## src/rtl/calc_pkg.sv

```systemverilog
// Shared encodings for the keypad calculator entry controller:
// FSM states, key codes, operator and display-select codes.
package calc_pkg;

  typedef enum logic [2:0] {
    S_AUG  = 3'd0,
    S_ADD  = 3'd1,
    S_EXEC = 3'd2,
    S_DONE = 3'd3
  } state_t;

  localparam logic [3:0] KEY_ADD = 4'hA;
  localparam logic [3:0] KEY_SUB = 4'hB;
  localparam logic [3:0] KEY_MUL = 4'hC;
  localparam logic [3:0] KEY_EQ  = 4'hE;
  localparam logic [3:0] KEY_CLR = 4'hF;

  localparam logic [1:0] OP_ADD = 2'b00;
  localparam logic [1:0] OP_SUB = 2'b01;
  localparam logic [1:0] OP_MUL = 2'b10;

  localparam logic [1:0] DISP_AUG   = 2'b00;
  localparam logic [1:0] DISP_ADDEN = 2'b01;
  localparam logic [1:0] DISP_RES   = 2'b10;

  function automatic logic [1:0] key_to_op(input logic [3:0] key);
    case (key)
      KEY_SUB: key_to_op = OP_SUB;
      KEY_MUL: key_to_op = OP_MUL;
      default: key_to_op = OP_ADD;
    endcase
  endfunction

endpackage

```

## src/rtl/calc_alu.sv

```systemverilog
// Combinational add/sub/mul on the two operands, result as sign/magnitude.
module calc_alu
  import calc_pkg::*;
#(
  parameter int OPW  = 7,
  parameter int RESW = 14
) (
  input  logic [OPW-1:0]  a,
  input  logic [OPW-1:0]  b,
  input  logic [1:0]      op,
  output logic [RESW-1:0] mag,
  output logic            neg
);

  logic [RESW-1:0] a_ext, b_ext;

  assign a_ext = RESW'(a);
  assign b_ext = RESW'(b);

  always_comb begin
    mag = '0;
    neg = 1'b0;
    case (op)
      OP_ADD: mag = a_ext + b_ext;
      // Subtraction is reported as magnitude plus sign rather than two's complement.
      OP_SUB: begin
        if (a_ext >= b_ext) begin
          mag = a_ext - b_ext;
        end else begin
          mag = b_ext - a_ext;
          neg = 1'b1;
        end
      end
      OP_MUL: mag = a_ext * b_ext;
      default: mag = '0;
    endcase
  end

endmodule

```

## src/rtl/calc_entry_ctrl.sv

```systemverilog
// Keypad calculator entry sequencer: multi-digit operand entry, operator latch,
// single-cycle execute, and display select for the 7-seg mux.
//   state  | meaning
//   S_AUG  | entering augend digits
//   S_ADD  | operator latched, entering addend digits
//   S_EXEC | one cycle: register ALU result
//   S_DONE | showing result; a digit starts a new augend
module calc_entry_ctrl
  import calc_pkg::*;
#(
  parameter int MAX_DIGITS = 2,
  parameter int OPW        = 7,
  parameter int RESW       = 14
) (
  input  logic            clk,
  input  logic            rst,
  input  logic            key_valid,
  input  logic [3:0]      key_code,
  output logic [OPW-1:0]  aug,
  output logic [OPW-1:0]  adden,
  output logic [1:0]      op,
  output logic [RESW-1:0] result_mag,
  output logic            result_neg,
  output logic            result_valid,
  output logic [1:0]      disp_sel,
  output logic [2:0]      state_dbg
);

  localparam int DCW = $clog2(MAX_DIGITS + 1);

  state_t          state;
  logic [DCW-1:0]  dcnt;
  logic [RESW-1:0] alu_mag;
  logic            alu_neg;
  logic            is_digit, is_op, dig_ok;
  logic [OPW-1:0]  digit;

  assign is_digit  = (key_code <= 4'd9);
  assign is_op     = (key_code == KEY_ADD) || (key_code == KEY_SUB) || (key_code == KEY_MUL);
  assign dig_ok    = (dcnt < DCW'(MAX_DIGITS));
  assign digit     = OPW'(key_code);
  assign state_dbg = state;

  calc_alu #(.OPW(OPW), .RESW(RESW)) u_alu (
    .a   (aug),
    .b   (adden),
    .op  (op),
    .mag (alu_mag),
    .neg (alu_neg)
  );

  always_ff @(posedge clk or posedge rst) begin
    if (rst) begin
      state        <= S_AUG;
      dcnt         <= '0;
      aug          <= '0;
      adden        <= '0;
      op           <= OP_ADD;
      result_mag   <= '0;
      result_neg   <= 1'b0;
      result_valid <= 1'b0;
      disp_sel     <= DISP_AUG;
    end else begin
      result_valid <= 1'b0;
      // Clear wins in every state, including over the EXEC result write.
      if (key_valid && key_code == KEY_CLR) begin
        state      <= S_AUG;
        dcnt       <= '0;
        aug        <= '0;
        adden      <= '0;
        op         <= OP_ADD;
        result_mag <= '0;
        result_neg <= 1'b0;
        disp_sel   <= DISP_AUG;
      end else begin
        case (state)
          S_AUG: begin
            if (key_valid && is_digit && dig_ok) begin
              aug  <= OPW'(aug * OPW'(10)) + digit;
              dcnt <= dcnt + DCW'(1);
            end else if (key_valid && is_op) begin
              op       <= key_to_op(key_code);
              dcnt     <= '0;
              state    <= S_ADD;
              disp_sel <= DISP_ADDEN;
            end
          end
          S_ADD: begin
            if (key_valid && is_digit && dig_ok) begin
              adden <= OPW'(adden * OPW'(10)) + digit;
              dcnt  <= dcnt + DCW'(1);
            end else if (key_valid && is_op && dcnt == '0) begin
              op <= key_to_op(key_code);
            end else if (key_valid && key_code == KEY_EQ) begin
              state <= S_EXEC;
            end
          end
          S_EXEC: begin
            result_mag   <= alu_mag;
            result_neg   <= alu_neg;
            result_valid <= 1'b1;
            state        <= S_DONE;
            disp_sel     <= DISP_RES;
          end
          S_DONE: begin
            if (key_valid && is_digit) begin
              aug      <= digit;
              adden    <= '0;
              dcnt     <= DCW'(1);
              state    <= S_AUG;
              disp_sel <= DISP_AUG;
            end
          end
          default: begin
            state    <= S_AUG;
            disp_sel <= DISP_AUG;
          end
        endcase
      end
    end
  end

endmodule
```

## config.mk

```make
export PLATFORM = sky130hd
export DESIGN_NAME = calc_entry_ctrl
export DESIGN_NICKNAME = d
export VERILOG_FILES = /design/src/rtl/calc_pkg.sv /design/src/rtl/calc_alu.sv /design/src/rtl/calc_entry_ctrl.sv
export SDC_FILE = /design/constraint.sdc
export NUM_CORES = 1
export LEC_CHECK = 0
export BUFFER_PORTS_ARGS = -buffer_cell sky130_fd_sc_hd__buf_2
export CAP_MARGIN = 15
export CORE_UTILIZATION = 65
export DETAILED_ROUTE_END_ITERATION = 7
export PLACE_DENSITY = 0.9
export SYNTH_ARGS = -nofsm -noshare
export SYNTH_HDL_FRONTEND = slang
export SYNTH_HIERARCHICAL = 1
export SYNTH_SLANG_ARGS = --single-unit
```

## constraint.sdc

```tcl
create_clock -name clk -period 12.3 [get_ports clk]
set_clock_uncertainty 0.1 [all_clocks]
set_input_delay 2.46 -clock clk [delete_from_list [all_inputs] [get_ports clk]]
set_output_delay 2.46 -clock clk [all_outputs]
set_load 0.1 [all_outputs]
```

# Word-level counts from Yosys, hierarchy flattened
# Index checks and enable logic that the tools add are counted.
[op_classes]
add_sub_neg = 6
multipliers = 3
n_lt_le_gt_ge = 3
eq_ne = 21
mux = 44
reduce_logical = 22
[op_table]
columns = ["operator", "count"]
rows = [
  ["14-bit two-way mux", 3],
  ["7-bit two-way mux", 6],
  ["14-bit one-hot mux with 3 select lines", 1],
  ["2-bit two-way mux", 14],
  ["7-bit one-hot mux with 2 select lines", 2],
  ["3-bit inequality test, second input constant", 9],
  ["3-bit two-way mux", 7],
  ["4-bit equality test, second input constant", 5],
  ["7-bit by 7-bit subtractor with 8-bit output", 2],
  ["7-bit by 4-bit adder with 7-bit output", 2],
  ["7-bit by 3-bit multiplier with 6-bit output, second input constant", 2],
  ["7-bit by 7-bit multiplier with 14-bit output", 1],
  ["3-bit one-hot mux with 4 select lines", 1],
  ["3-bit nonzero test", 3],
  ["7-bit by 7-bit adder with 8-bit output", 1],
  ["2-bit one-hot mux with 2 select lines", 2],
  ["2-bit one-hot mux with 4 select lines", 1],
  ["4-bit AND reduction", 2],
  ["7-bit greater-or-equal comparator", 1],
  ["3-bit by 2-bit equality test with 1-bit output, second input constant", 2],
  ["1-bit logical AND", 6],
  ["1-bit two-way mux", 6],
  ["2-bit one-hot mux with 3 select lines", 1],
  ["3-bit AND reduction", 2],
  ["15 further kinds", 17],
]
[totals]
reg_bits = 39
in_bits = 7
output_inout_bits = 37

# Longest topological paths before layout
[depth]
ltp_word = 9
depth_mapped = 19

# Hierarchy
# The synthesis kept the hierarchy.
[modules_own_cells]
columns = ["module", "n_inst", "cells_each", "area_per_inst_um2", "seq_area_each_um2"]
rows = [
  ["calc_alu", 1, 330, 2575.0, 0.0],
  ["calc_entry_ctrl", 1, 238, 2446.1, 950.9],
]

# Worst setup path after synthesis
# No wires, ideal clock.
[synth_path]
path_kind = "register to register"
startpoint = "register adden[1]"
endpoint = "register result_mag[7]"
arrival_time_ps = 4843
required_time_ps = 12078
slack_ps = 7235
path_stages_with_launch = 18
path_cell_list = "dfrtp_1 > inv_1 > nor2_1 > fa_1 > ha_1 > inv_1 > fa_1 > fa_1 > inv_1 > ha_1 > o21ai_0 > o21bai_1 > a21oi_1 > xor2_1 > a211oi_1 > a311o_1 > mux2i_1 > nor2_1"
[synth_between]
elab_chain_cells = 5
elab_cells_between_ends = 9
[synth_lines]
columns = ["element", "line_no", "source"]
rows = [
  ["start: declaration", "calc_entry_ctrl.sv:20", "output logic [OPW-1:0] adden,"],
  ["start signal: assignment", "calc_entry_ctrl.sv:90", "adden <= OPW'(adden * OPW'(10)) + digit;"],
  ["parallel branches: the longest is 2 deep, another holds 7-bit by 7-bit multiplier with 14-bit output", "n/a", ""],
  ["14-bit one-hot mux with 3 select lines *", "calc_alu.sv:23", "case (op)"],
  ["named net alu_mag[7]", "calc_entry_ctrl.sv:33", "logic [RESW-1:0] alu_mag;"],
  ["14-bit two-way mux *", "calc_entry_ctrl.sv:76", "case (state)"],
  ["14-bit two-way mux *", "calc_entry_ctrl.sv:66", "if (key_valid && key_code == KEY_CLR) begin"],
  ["end signal: assignment", "calc_entry_ctrl.sv:99", "result_mag <= alu_mag;"],
  ["end: declaration", "calc_entry_ctrl.sv:22", "output logic [RESW-1:0] result_mag,"],
]
# Mark *: on every way through the listed nets, which the timed path passes. The select of a mux whose other input is x is not followed.
# A chain may end at the register's enable or synchronous reset.

# Final worst setup path
[layout_path]
startpoint = "register adden[1]"
endpoint = "register result_mag[12]"
# The elaborated chain is that of the path after synthesis.

==> run metrics <==
outcome=completed; floorplan die width=89.89 um; synthesized instance count=568; proportion of synthesized flip-flops having asynchronous set or reset=1.000; measured slew at the worst slew-check pin=0.9435 ns; slack of the critical path=7.480 ns; Total Neg Setup Slack=0 ns; kind of launch point of the worst setup path=register; routability congestion estimate=0.9313; net total in the final layout=708; max-cap violation count=0; antenna violations before repair=0; area share of and/or/nand/nor cells after synthesis=0.1560; largest net degree at the start of global routing=39; worst-path maximum fanout=10; kind of critical path=register to register; CTS Sinks=38; vertical extent of the die=89.89 um; count of final max-slew check failures=0; Post-synth top cells=sky130_fd_sc_hd__ha_1 (73), sky130_fd_sc_hd__nor2_1 (66), sky130_fd_sc_hd__inv_1 (64); total of buffers placed on input and output ports=42; Relative slew margins=0.3710; # placed instances=689; Setup WS pre-CTS=7.498 ns; post-CTS setup buffer count=0; minimum setup slack among reg-to-reg paths=7.48 ns; row count=31; most used flip-flop cell after synthesis=sky130_fd_sc_hd__dfrtp_1; largest area contributor in the netlist=sky130_fd_sc_hd__dfrtp_1; main combinational cell family by area after synthesis=adder cells; count of hold-fix buffers inserted at cts=0; GRT Residual Overflow=0; final hold vios=0; slowest stage cell on the critical path=sky130_fd_sc_hd__fa_1; Final Core Density=0.7238; vias=4289; Resized Gates After CTS=0; top-area cell type share of the netlist area=0.1894; synthesized-area fraction occupied by ao, oa, aoi and oai cells=0.1657; Setup Viol. Count Final=0; Min-Delay Endpoint=result_mag[11]; worst-skew pair later-pin latency=0.30 ns; routed wire length=12430 um; cell types occupying the most area after synthesis=sky130_fd_sc_hd__dfrtp_1 (19%), sky130_fd_sc_hd__ha_1 (18%), sky130_fd_sc_hd__fa_1 (12%); Ant. Diodes=0; worst min-delay path class=register to register; HPWL after DPL=9608 um; EDFF count, synth=0; aggregate global-route resource usage=0.3194; Crit path arrival time=4.90 ns; Clock Pin Slew Worst Setup and Hold Paths=0.08 ns; first-pass GRT wire length=20690 um; uppermost routed layer=met4; area inside the core boundary=0.007370 sq mm; path depth of the worst reg2reg path=19; peak per-stage delay on the critical path=0.54 ns; maximum root-to-sink buffer count=2; HP Start=result_mag[11]; Routed WL per cell=17.83 um; Syn Nets=679; area of the die=0.008080 sq mm; library cell with the highest instance count after synthesis=sky130_fd_sc_hd__ha_1; Cells on Worst Hold Path=2; Avg Synthesized Cell Area=8.840 sq um; number of buffers created by CTS=5; WP data required=12.38 ns; RSZ-0062 raised after global routing=no; element type at the critical path end=register; top achievable clock speed=207.5 MHz; mux cell area share after synthesis=0.06130; initial cell density of the core=0.6813; DRC=0; ratio of final minimum period to clock period=0.3919; routed length on met3=891 um; FF-to-FF End=result_mag[12]; Syn. warnings=6; fraction of final layout cells with drive strength greater than 1=0.1254; launch point of the worst reg-to-reg path=adden[1]; clock period minus final worst setup slack=4.820 ns; Detailed Route Iter0 Violations=354; cell type with the highest occurrence count on the critical path=sky130_fd_sc_hd__inv_1; number of search-and-repair iterations in the first detailed-routing pass=5; Top Ports=44; sum of routed wire segments on met1=5317 um; Final ANT Viol Nets=0; Final Non-Filler Cells=697; number of synthesized register bits=38; fraction of synthesized cell area in xor and xnor cells=0.04510; Clock H-tree levels=2; number of fill cells=573; Met2 Wirelength=5850 um; synth unique cells=74; vias in the first global route=4244; via/cell ratio=6.154; CTS tree=done; cells along the critical path=inv_1 > nor2_1 > fa_1 > inv_1 > fa_1 > inv_1 > fa_1 > inv_1 > fa_1 > inv_1 > ha_1 > o21a_1 > o31a_1 > o21ai_0 > a21oi_1 > xnor2_1 > o22ai_1 > mux2i_1 > nor2_1; portion of the post-synthesis area used by sequential elements=0.1894; area share of fa/ha/maj cells after synthesis=0.3055; Area growth, synth to finish=6.230%; synthesized cell area=0.005021 sq mm; root buf cell=sky130_fd_sc_hd__clkbuf_8
## cell families after synthesis
family                   after synthesis
flip-flops                            38
AO/OA/AOI/OAI                        119
adder cells (fa/ha/maj)              104
buffers and inverters                 85
XOR/XNOR                              25
AND/OR/NAND/NOR                      166
other                                  1
multiplexers                          30
## flip-flops by register name (all words and copies together) (netlist names)
name and flops:
result_mag 14, adden 7, aug 7, dcnt 2, disp_sel 2, op 2
state_dbg 2, result_neg 1, result_valid 1
## layout by cell type (no fill, tap or decap), drive strengths merged, types with 23 or more instances in the layout
| master | synthesis | routed |
|---|---|---|
| a21oi | 27 | 27 |
| buf | 16 | 43 |
| dfrtp | 38 | 38 |
| fa | 31 | 31 |
| ha | 73 | 73 |
| inv | 64 | 64 |
| mux2i | 27 | 27 |
| nand2 | 46 | 46 |
| nor2 | 66 | 66 |
| o21ai | 23 | 23 |
## worst max-delay path by stage
stage                     end  depth (start not counted)  startpoint
5_1_grt        result_mag[10]                         19    adden[1]
3_3_place_gp   result_mag[10]                         19    adden[1]
4_1_cts        result_mag[10]                         19    adden[1]
3_5_place_dp   result_mag[10]                         19    adden[1]
2_1_floorplan   result_mag[7]                         17    adden[1]
6_report       result_mag[12]                         19    adden[1]
## metrics by stage
step	hold slack, ns	cell area [sq um]
floorplan	0.4099	5021
detailed placement	0.4098	5220
global placement	0.3982	5220
finish	0.4270	5334
global route	0.4524	5334
CTS	0.4291	5334
## cell type report
type | count | area (sq um) | area share
clock buffer | 5 | 68.82 | 0.01290
clock inverter | 3 | 45.04 | 0.008445
inverter | 64 | 240.2 | 0.04504
multi-input combinational | 445 | 3687 | 0.6913
sequential | 38 | 950.9 | 0.1783
tap | 99 | 123.9 | 0.02322
timing repair buffer | 43 | 217.7 | 0.04082
## worst max-delay path, delay by kind of cell, from the launching register on
family / cells / cell delay [ns]
XOR/XNOR: 1 / 0.17
adder cells (fa/ha/maj): 5 / 2.35
flip-flops: 1 / 0.53
buffers and inverters: 5 / 0.49
AND/OR/NAND/NOR: 2 / 0.14
AO/OA/AOI/OAI: 5 / 0.75
multiplexers: 1 / 0.15
## layer usage
metal  GRT usage  up-vias
li1            -     2003
met2      0.5154      179
met5           0        -
met1      0.4331     2070
met3     0.05330       37
met4      0.1183        0
Power is left out: the tool's default activity adds up to more than one toggle a clock period on the data nets, which glitch-free logic cannot reach.
